--- config.mk ---
export PLATFORM = sky130hd
export DESIGN_NAME = operand_sequencer_flat
export DESIGN_NICKNAME = d
export VERILOG_FILES = /design/src/rtl/operand_sequencer_if.sv /design/src/rtl/operand_sequencer.sv /design/src/flat_wrapper.sv
export SDC_FILE = /design/constraint.sdc
export NUM_CORES = 1
export LEC_CHECK = 0
export CAP_MARGIN = 20
export CORE_MARGIN = 4
export CORE_UTILIZATION = 39
export CTS_CLUSTER_SIZE = 20
export DETAILED_ROUTE_END_ITERATION = 8
export PLACE_DENSITY = 0.84
export SETUP_SLACK_MARGIN = 0.2
export SLEW_MARGIN = 40
export SYNTH_ARGS = -nofsm -noshare
export SYNTH_HDL_FRONTEND = slang
export SYNTH_SLANG_ARGS = --single-unit
--- constraint.sdc ---
create_clock -name clk -period 1.7 [get_ports clk]
set_input_delay 0.34 -clock clk [delete_from_list [all_inputs] [get_ports clk]]
set_output_delay 0.34 -clock clk [all_outputs]
set_load 0.05 [all_outputs]
--- src/rtl/operand_sequencer_if.sv ---
// Operand sequencer bus: switch/enter inputs, operands out,
// core results in, captured result and status out.
interface operand_sequencer_if;
   logic [15:0] sw_in;
   logic        enter;
   logic [1:0]  op_sel;
   logic [15:0] num1;
   logic [15:0] num2;
   logic [15:0] fixA;
   logic [15:0] fixM;
   logic [15:0] floM;
   logic [15:0] floA;
   logic [3:0]  ovf_in;
   logic [15:0] result;
   logic        overflow;
   logic        result_valid;
   logic [1:0]  state;
   logic [7:0]  op_count;

   modport master (
      output sw_in, enter, op_sel,
      output fixA, fixM, floM, floA, ovf_in,
      input  num1, num2, result, overflow,
      input  result_valid, state, op_count
   );

   modport slave (
      input  sw_in, enter, op_sel,
      input  fixA, fixM, floM, floA, ovf_in,
      output num1, num2, result, overflow,
      output result_valid, state, op_count
   );
endinterface

--- src/rtl/operand_sequencer.sv ---
// Two-operand load/compute/show sequencer feeding four
// operator cores and capturing the selected core result.
module operand_sequencer (
   input  logic               clk,
   input  logic               rst,
   operand_sequencer_if.slave bus
);
   typedef enum logic [1:0] {
      LOAD1   = 2'b00,
      LOAD2   = 2'b01,
      COMPUTE = 2'b10,
      SHOW    = 2'b11
   } state_e;

   state_e      state_q;
   logic [15:0] num1_q;
   logic [15:0] num2_q;
   logic [1:0]  op_q;
   logic [15:0] res_q;
   logic        ovf_q;
   logic        valid_q;
   logic [7:0]  cnt_q;

   logic [15:0] res_d;
   logic        ovf_d;

   always_comb begin
      res_d = bus.fixA;
      unique case (op_q)
         2'b00: res_d = bus.fixA;
         2'b01: res_d = bus.fixM;
         2'b10: res_d = bus.floM;
         2'b11: res_d = bus.floA;
      endcase
      ovf_d = bus.ovf_in[op_q];
   end

   always_ff @(posedge clk) begin
      if (rst) begin
         state_q <= LOAD1;
         num1_q  <= '0;
         num2_q  <= '0;
         op_q    <= 2'b00;
         res_q   <= '0;
         ovf_q   <= 1'b0;
         valid_q <= 1'b0;
         cnt_q   <= '0;
      end else begin
         unique case (state_q)
            LOAD1: begin
               if (bus.enter) begin
                  num1_q  <= bus.sw_in;
                  state_q <= LOAD2;
               end
            end
            LOAD2: begin
               if (bus.enter) begin
                  num2_q  <= bus.sw_in;
                  op_q    <= bus.op_sel;
                  state_q <= COMPUTE;
               end
            end
            // enter is deliberately not looked at here
            COMPUTE: begin
               res_q   <= res_d;
               ovf_q   <= ovf_d;
               valid_q <= 1'b1;
               cnt_q   <= cnt_q + 8'd1;
               state_q <= SHOW;
            end
            SHOW: begin
               if (bus.enter) begin
                  valid_q <= 1'b0;
                  state_q <= LOAD1;
               end
            end
         endcase
      end
   end

   assign bus.num1         = num1_q;
   assign bus.num2         = num2_q;
   assign bus.result       = res_q;
   assign bus.overflow     = ovf_q;
   assign bus.result_valid = valid_q;
   assign bus.state        = state_q;
   assign bus.op_count     = cnt_q;
endmodule

--- src/flat_wrapper.sv ---
// flat-port wrapper written by rule: the top's interface ports become plain ports
module operand_sequencer_flat 
  (clk, rst, bus_sw_in, bus_enter, bus_op_sel, bus_fixA, bus_fixM, bus_floM, bus_floA, bus_ovf_in, bus_num1, bus_num2, bus_result, bus_overflow, bus_result_valid, bus_state, bus_op_count);
  operand_sequencer_if bus_i ();
  input  logic clk;
  input  logic rst;
  input wire logic [$bits(bus_i.sw_in)-1:0] bus_sw_in;
  input wire logic [$bits(bus_i.enter)-1:0] bus_enter;
  input wire logic [$bits(bus_i.op_sel)-1:0] bus_op_sel;
  input wire logic [$bits(bus_i.fixA)-1:0] bus_fixA;
  input wire logic [$bits(bus_i.fixM)-1:0] bus_fixM;
  input wire logic [$bits(bus_i.floM)-1:0] bus_floM;
  input wire logic [$bits(bus_i.floA)-1:0] bus_floA;
  input wire logic [$bits(bus_i.ovf_in)-1:0] bus_ovf_in;
  output wire logic [$bits(bus_i.num1)-1:0] bus_num1;
  output wire logic [$bits(bus_i.num2)-1:0] bus_num2;
  output wire logic [$bits(bus_i.result)-1:0] bus_result;
  output wire logic [$bits(bus_i.overflow)-1:0] bus_overflow;
  output wire logic [$bits(bus_i.result_valid)-1:0] bus_result_valid;
  output wire logic [$bits(bus_i.state)-1:0] bus_state;
  output wire logic [$bits(bus_i.op_count)-1:0] bus_op_count;
  assign bus_i.sw_in = bus_sw_in;
  assign bus_i.enter = bus_enter;
  assign bus_i.op_sel = bus_op_sel;
  assign bus_i.fixA = bus_fixA;
  assign bus_i.fixM = bus_fixM;
  assign bus_i.floM = bus_floM;
  assign bus_i.floA = bus_floA;
  assign bus_i.ovf_in = bus_ovf_in;
  assign bus_num1 = bus_i.num1;
  assign bus_num2 = bus_i.num2;
  assign bus_result = bus_i.result;
  assign bus_overflow = bus_i.overflow;
  assign bus_result_valid = bus_i.result_valid;
  assign bus_state = bus_i.state;
  assign bus_op_count = bus_i.op_count;
  operand_sequencer u_core (.clk(clk), .rst(rst), .bus(bus_i));
endmodule
=== Word level (Yosys, flattened, before mapping) ===
Index checks and enable logic that the tools add are counted.
W data, S select, Z words.

* Logic and storage cells: 35
* Register bits: 62
* Bits of input ports: 89
* Output and inout port bits: 60

* Eq/ne operators: 9
* $lt $le $gt $ge: 1
* $add $sub $neg: 1
* Muxes and demuxes: 9
* Reduce and logical (&&, ||, !) cells: 7

{| class="wikitable"
|+ Operators by type and width
! kind !! number
|-
| $pmux W16 S4 || 1
|-
| $add A8 B1 Y8 const B || 1
|-
| $eq A2 B2 Y1 const B || 4
|-
| $pmux W2 S4 || 1
|-
| $mux W2 || 3
|-
| $ne A2 B2 Y1 const B || 3
|-
| $reduce_and A2 Y1 || 3
|-
| $eq A2 B1 Y1 const B || 2
|-
| $logic_not A2 Y1 || 2
|-
| $lt A2 B3 Y1 const B || 1
|-
| $reduce_and A3 Y1 || 1
|-
| $bmux W1 S2 || 1
|-
| $mux W1 || 2
|-
| $pmux W1 S2 || 1
|-
| $reduce_bool A2 Y1 || 1
|}

=== Depth between registers and ports, before layout ===
* Depth after elaboration: 3
* Depth in mapped cells: 7
* Depth with buffers taken out: 5

=== Least setup slack after synthesis ===
No wires, ideal clock.

* Path kind: register to register
* Start: register u_core.state_q[0] (netlist: u_core.bus.state[0])
* End: register u_core.cnt_q[2] (netlist: u_core.bus.op_count[2])
* Slack: -0.168 ns
* Arrival: 1.740 ns
* Period minus slack after synthesis: 1.868 ns
* Library setup time: 0.128 ns
* Cell stages (with the launch flop): 8
* Required time: 1.572 ns
* Path buffers: 2
* Path through: dfxtp_1 -> inv_1 -> ha_1 -> buf_2 -> buf_4 -> nand2_1 -> xor2_1 -> nor2_1

* Word-level cells in the longest chain between the ends: 1

{| class="wikitable"
|+ RTL lines
! element !! line !! RTL
|-
| from (decl) || operand_sequencer.sv:15 || <nowiki>state_e state_q;</nowiki>
|-
| from (signal assigned) || operand_sequencer.sv:40 || <nowiki>state_q <= LOAD1;</nowiki>
|-
| from (signal assigned) || operand_sequencer.sv:53 || <nowiki>state_q <= LOAD2;</nowiki>
|-
| from (signal assigned) || operand_sequencer.sv:60 || <nowiki>state_q <= COMPUTE;</nowiki>
|-
| $eq A2 B2 Y1 || operand_sequencer.sv:49 || <nowiki>unique case (state_q)</nowiki>
|-
| to (signal assigned) || operand_sequencer.sv:68 || <nowiki>cnt_q <= cnt_q + 8'd1;</nowiki>
|-
| to (decl) || operand_sequencer.sv:22 || <nowiki>logic [7:0] cnt_q;</nowiki>
|}

Every way passes these cells.
A chain may end at the register's enable or synchronous reset.

=== Worst setup path in the final report ===
* Start: register u_core.state_q[0] (netlist: u_core.bus.state[0])
* End: register u_core.cnt_q[5] (netlist: u_core.bus.op_count[5])

The elaborated chain is that of the path after synthesis.

==> results_tabular.tex <==
\begin{tabular}{lr}
\hline
Metric & Value \\
\hline
\multicolumn{2}{l}{\textbf{Logic synthesis}} \\
\quad Mean Syn Cell Area & 8.72 um2 \\
\quad Post-synthesis cell type count & 29 \\
\quad Total nets after synthesis & 417 \\
\quad Count of warnings emitted by yosys & 0 \\
\quad Synth Cell Area & 2810 um2 \\
\quad Cells after synthesis & 322 \\
\quad Number of synthesized register bits & 62 \\
\quad Sequential element share of the synthesized area & 0.442 \\
\multicolumn{2}{l}{\textbf{Routing}} \\
\quad Number of design rule violations left after detail routing & 0 \\
\quad Routed Wire Length & 9030 um \\
\quad Post-route antenna net violation count & 0 \\
\quad Routed wire per std cell & 15.8 um \\
\quad First-pass iteration count of the detailed router & 4 \\
\quad Via total after detailed routing & 2922 \\
\quad Via-per-instance ratio & 5.10 \\
\quad Count of routing violations after the opening detailed-route iteration & 95 \\
\multicolumn{2}{l}{\textbf{STA}} \\
\quad Share of the cycle needed by the critical path after routing & 0.823 \\
\quad Slew of the pin with the lowest slew margin & 394 ps \\
\quad Hold slack & 401 ps \\
\quad Setup TNS & 0 ps \\
\quad Minimum clock period & 1400 ps \\
\quad Worst Setup Slack, final & 300 ps \\
\quad Count of endpoints failing hold in the final timing report & 0 \\
\quad Max Clk Rate & 714 MHz \\
\quad Relative slew slack & 0.738 \\
\quad Clock Skews & 6.45 ps \\
\quad Count of endpoints failing setup in the final report & 0 \\
\quad Max-slew violation count & 0 \\
\quad Setup repair after global routing missed its margin & false \\
\multicolumn{2}{l}{\textbf{Finish}} \\
\quad Final standard cell count with taps included and fillers excluded & 573 \\
\quad Commonest cells after routing, fill and taps aside & 87 x sky130\_fd\_sc\_hd\_\_clkdlybuf4s50\_1, 74 x sky130\_fd\_sc\_hd\_\_nand2\_1, 71 x sky130\_fd\_sc\_hd\_\_buf\_4, 56 x sky130\_fd\_sc\_hd\_\_dfxtp\_1, 39 x sky130\_fd\_sc\_hd\_\_nor2\_1 \\
\quad Fillcell total & 605 \\
\quad Area Growth Syn to Fin & 60.2\% \\
\quad ANT cells & 0 \\
\quad Most common cell after layout, fill and taps aside & sky130\_fd\_sc\_hd\_\_clkdlybuf4s50\_1 \\
\quad \# nets final & 567 \\
\quad Share of layout cells above drive strength 1 & 0.239 \\
\multicolumn{2}{l}{\textbf{Hold path}} \\
\quad Worst Hold Class & input port to register \\
\quad Worst min-delay path startpoint & rst \\
\multicolumn{2}{l}{\textbf{Placed design}} \\
\quad PortBufs & 148 \\
\quad Worst setup timing slack at the placement stage & 35.8 ps \\
\quad Final weighted congestion in routability-driven placement & 0.787 \\
\quad DP Cell Count & 555 \\
\quad Half-perimeter wire length after placement & 6900 um \\
\multicolumn{2}{l}{\textbf{Floorplan}} \\
\quad Height of the die & 92.9 um \\
\quad DIE AREA & 8620 um2 \\
\quad Width of the die & 92.9 um \\
\quad Std-Cell Rows & 30 \\
\quad Starting Density & 0.407 \\
\quad Area of the placeable core & 6910 um2 \\
\quad Top-level I/O count & 149 \\
\multicolumn{2}{l}{\textbf{Global route}} \\
\quad Wire length of the first global-routing pass & 14400 um \\
\quad Via count of the first global-routing pass & 2953 \\
\quad Largest net degree at the start of global routing & 39 \\
\quad Total congestion overflow after global routing & 0 \\
\quad Initial antenna violation count & 0 \\
\quad Total routing usage reported by global routing & 0.209 \\
\multicolumn{2}{l}{\textbf{Power and ir drop}} \\
\quad Int Power & 0.00349 W \\
\quad Clock share of power & 0.179 \\
\quad Tot Pwr & 0.00630 W \\
\quad Worst VDD drop & 0.847 mV \\
\quad Switching power total & 0.00281 W \\
\quad Net switching share of the total power & 0.447 \\
\quad Fraction of power consumed by combinational cells & 0.506 \\
\quad Sequential cell fraction of total power & 0.315 \\
\quad Power density of the placed cells & 1400 nW/um2 \\
\quad Leakage dissipation & 1.76 nW \\
\multicolumn{2}{l}{\textbf{Clocking}} \\
\quad Clock Latency Late Sink & 330 ps \\
\quad CTS Sinks & 62 \\
\quad Number of H-tree branching levels & 3 \\
\quad Num CTS Buffers & 9 \\
\quad Clk buf depth & 2 \\
\quad Clock slew at the register clock pins of the worst setup and hold paths & 70 ps \\
\quad Library cell used as clock root buffer & sky130\_fd\_sc\_hd\_\_clkbuf\_8 \\
\quad CTS tree & done \\
\multicolumn{2}{l}{\textbf{Setup path}} \\
\quad CP Cell Sequence & inv\_4 -> ha\_4 -> nand4\_1 -> or3\_1 -> a21oi\_1 \\
\quad Top fanout value on the critical path & 7 \\
\quad Startpoint type of the worst setup path & register \\
\quad Setup crit start & u\_core.bus.state[0]\$\_SDFFE\_PP0P\_ \\
\quad R2R Path Start & u\_core.bus.state[0]\$\_SDFFE\_PP0P\_ \\
\quad CP top delay family & simple AND/OR/NAND/NOR gates \\
\quad Type of the worst setup path & register to register \\
\quad CP bufs+invs & 1 \\
\quad Largest stage delay, worst path & 380 ps \\
\quad CP required & 1970 ps \\
\quad Slowest cell on crit path & sky130\_fd\_sc\_hd\_\_or3\_1 \\
\quad Data arrival time of the worst path & 1670 ps \\
\quad Worst setup EP type & register \\
\multicolumn{2}{l}{\textbf{Run status}} \\
\quad Run status & completed \\
\multicolumn{2}{l}{\textbf{Flow run}} \\
\quad Max\_cap viols & 0 \\
\hline
\end{tabular}
[what timing repair did]
item / CTS / global route
setup buffers: 1 / 1
setup endpoints to repair: 16 / 5
pin swaps: 2 / 2
hold buffers: 0 / 0
gates resized for setup: 3 / 3
[sequential cells by signal (all words and copies together), names as in the netlist]
name and cells:
u_core.bus.result 16, u_core.bus.num2 16, u_core.bus.overflow 1, u_core.op_q 2, u_core.bus.result_valid 1, u_core.bus.state 2
u_core.bus.op_count 8, u_core.bus.num1 16
[worst paths after layout]
kind         depth (start not counted)                             endpoint  slack, ps
min reg2reg                          2     u_core.bus.num1[11]$_SDFFE_PP0P_        460
min                                  2     u_core.bus.overflow$_SDFFE_PP0P_        400
max                                  5  u_core.bus.op_count[5]$_SDFFE_PP0P_        300
max reg2reg                          5  u_core.bus.op_count[5]$_SDFFE_PP0P_        300
[through the flow]
step / utilization / instance area, um2
finish: 0.651 / 4500
detailed placement: 0.621 / 4290
global placement: 0.621 / 4290
floorplan: - / 2820
global route: 0.651 / 4500
CTS: 0.649 / 4480
[logic make-up after synthesis]
family,after synthesis,synth area share
and+or+nand+nor,129,0.191
muxes,20,0.0802
buffers and inverters,27,0.0539
AOI/OAI and AO/OA,74,0.193
adders and majority gates,6,0.0267
xor gates and xnor gates,4,0.0125
DFF,62,0.442
[power groups by stage]
stage | clock network, W | registers (W) | logic [W]
finish | 0.00113 | 0.00198 | 0.00319
global placement | 0 | 0.00199 | 0.00310
global route | 0.00123 | 0.00203 | 0.00340
detailed placement | 0 | 0.00201 | 0.00317
floorplan | 0 | 0.00301 | 0.00109
CTS | 0.00116 | 0.00198 | 0.00320
[Yosys cell counts]
cell	n	area, um2
sky130_fd_sc_hd__buf_4	3	22.5
sky130_fd_sc_hd__buf_2	5	25.0
sky130_fd_sc_hd__xnor2_1	1	8.76
sky130_fd_sc_hd__inv_1	2	7.51
sky130_fd_sc_hd__nand2_1	74	278
sky130_fd_sc_hd__mux2i_1	18	180
sky130_fd_sc_hd__clkbuf_2	1	5.00
sky130_fd_sc_hd__nor2b_1	2	12.5
sky130_fd_sc_hd__buf_12	1	20.0
sky130_fd_sc_hd__o21ai_0	5	25.0
sky130_fd_sc_hd__nor3_1	2	10.0
sky130_fd_sc_hd__mux4_2	2	45.0
sky130_fd_sc_hd__xor2_1	3	26.3
sky130_fd_sc_hd__nor3b_1	1	7.51
sky130_fd_sc_hd__nor2_1	39	146
sky130_fd_sc_hd__buf_6	2	22.5
sky130_fd_sc_hd__a2111oi_0	6	52.6
sky130_fd_sc_hd__o2bb2ai_1	15	131
sky130_fd_sc_hd__clkbuf_1	13	48.8
sky130_fd_sc_hd__nand4_1	4	25.0
sky130_fd_sc_hd__a2111oi_2	9	135
sky130_fd_sc_hd__ha_1	6	75.1
sky130_fd_sc_hd__and2_1	2	12.5
sky130_fd_sc_hd__dfxtp_1	62	1240
sky130_fd_sc_hd__or3_1	3	18.8
sky130_fd_sc_hd__a21oi_1	38	190
sky130_fd_sc_hd__nand3b_4	1	20.0
sky130_fd_sc_hd__or2_1	1	6.26
sky130_fd_sc_hd__o41ai_1	1	8.76
[cell type report]
cell class                      count  area (um2)  area share
Clock buffer                        9         124      0.0275
Sequential cell                    62        1250       0.279
Multi-Input combinational cell    233        1430       0.319
Inverter                            2        10.0     0.00223
Clock inverter                      7        47.5      0.0106
Tap cell                           96         120      0.0267
Timing Repair Buffer              164        1510       0.335
[metal layers]
layer  global-route usage  up-vias  share of wire
met3               0.0707       18          0.093
met4               0.0855        0          0.024
met2                0.361      121           0.48
met5                    0        -              0
met1                0.236     1361           0.41
li1                     -     1422              -
[worst reg2reg max path: stages (launching register included)]
cell                      delay [ps]
sky130_fd_sc_hd__dfxtp_4         370
sky130_fd_sc_hd__inv_4            70
sky130_fd_sc_hd__ha_4            180
sky130_fd_sc_hd__nand4_1         200
sky130_fd_sc_hd__or3_1           380
sky130_fd_sc_hd__a21oi_1         150
No activity file was read; power rests on OpenSTA's default activity.
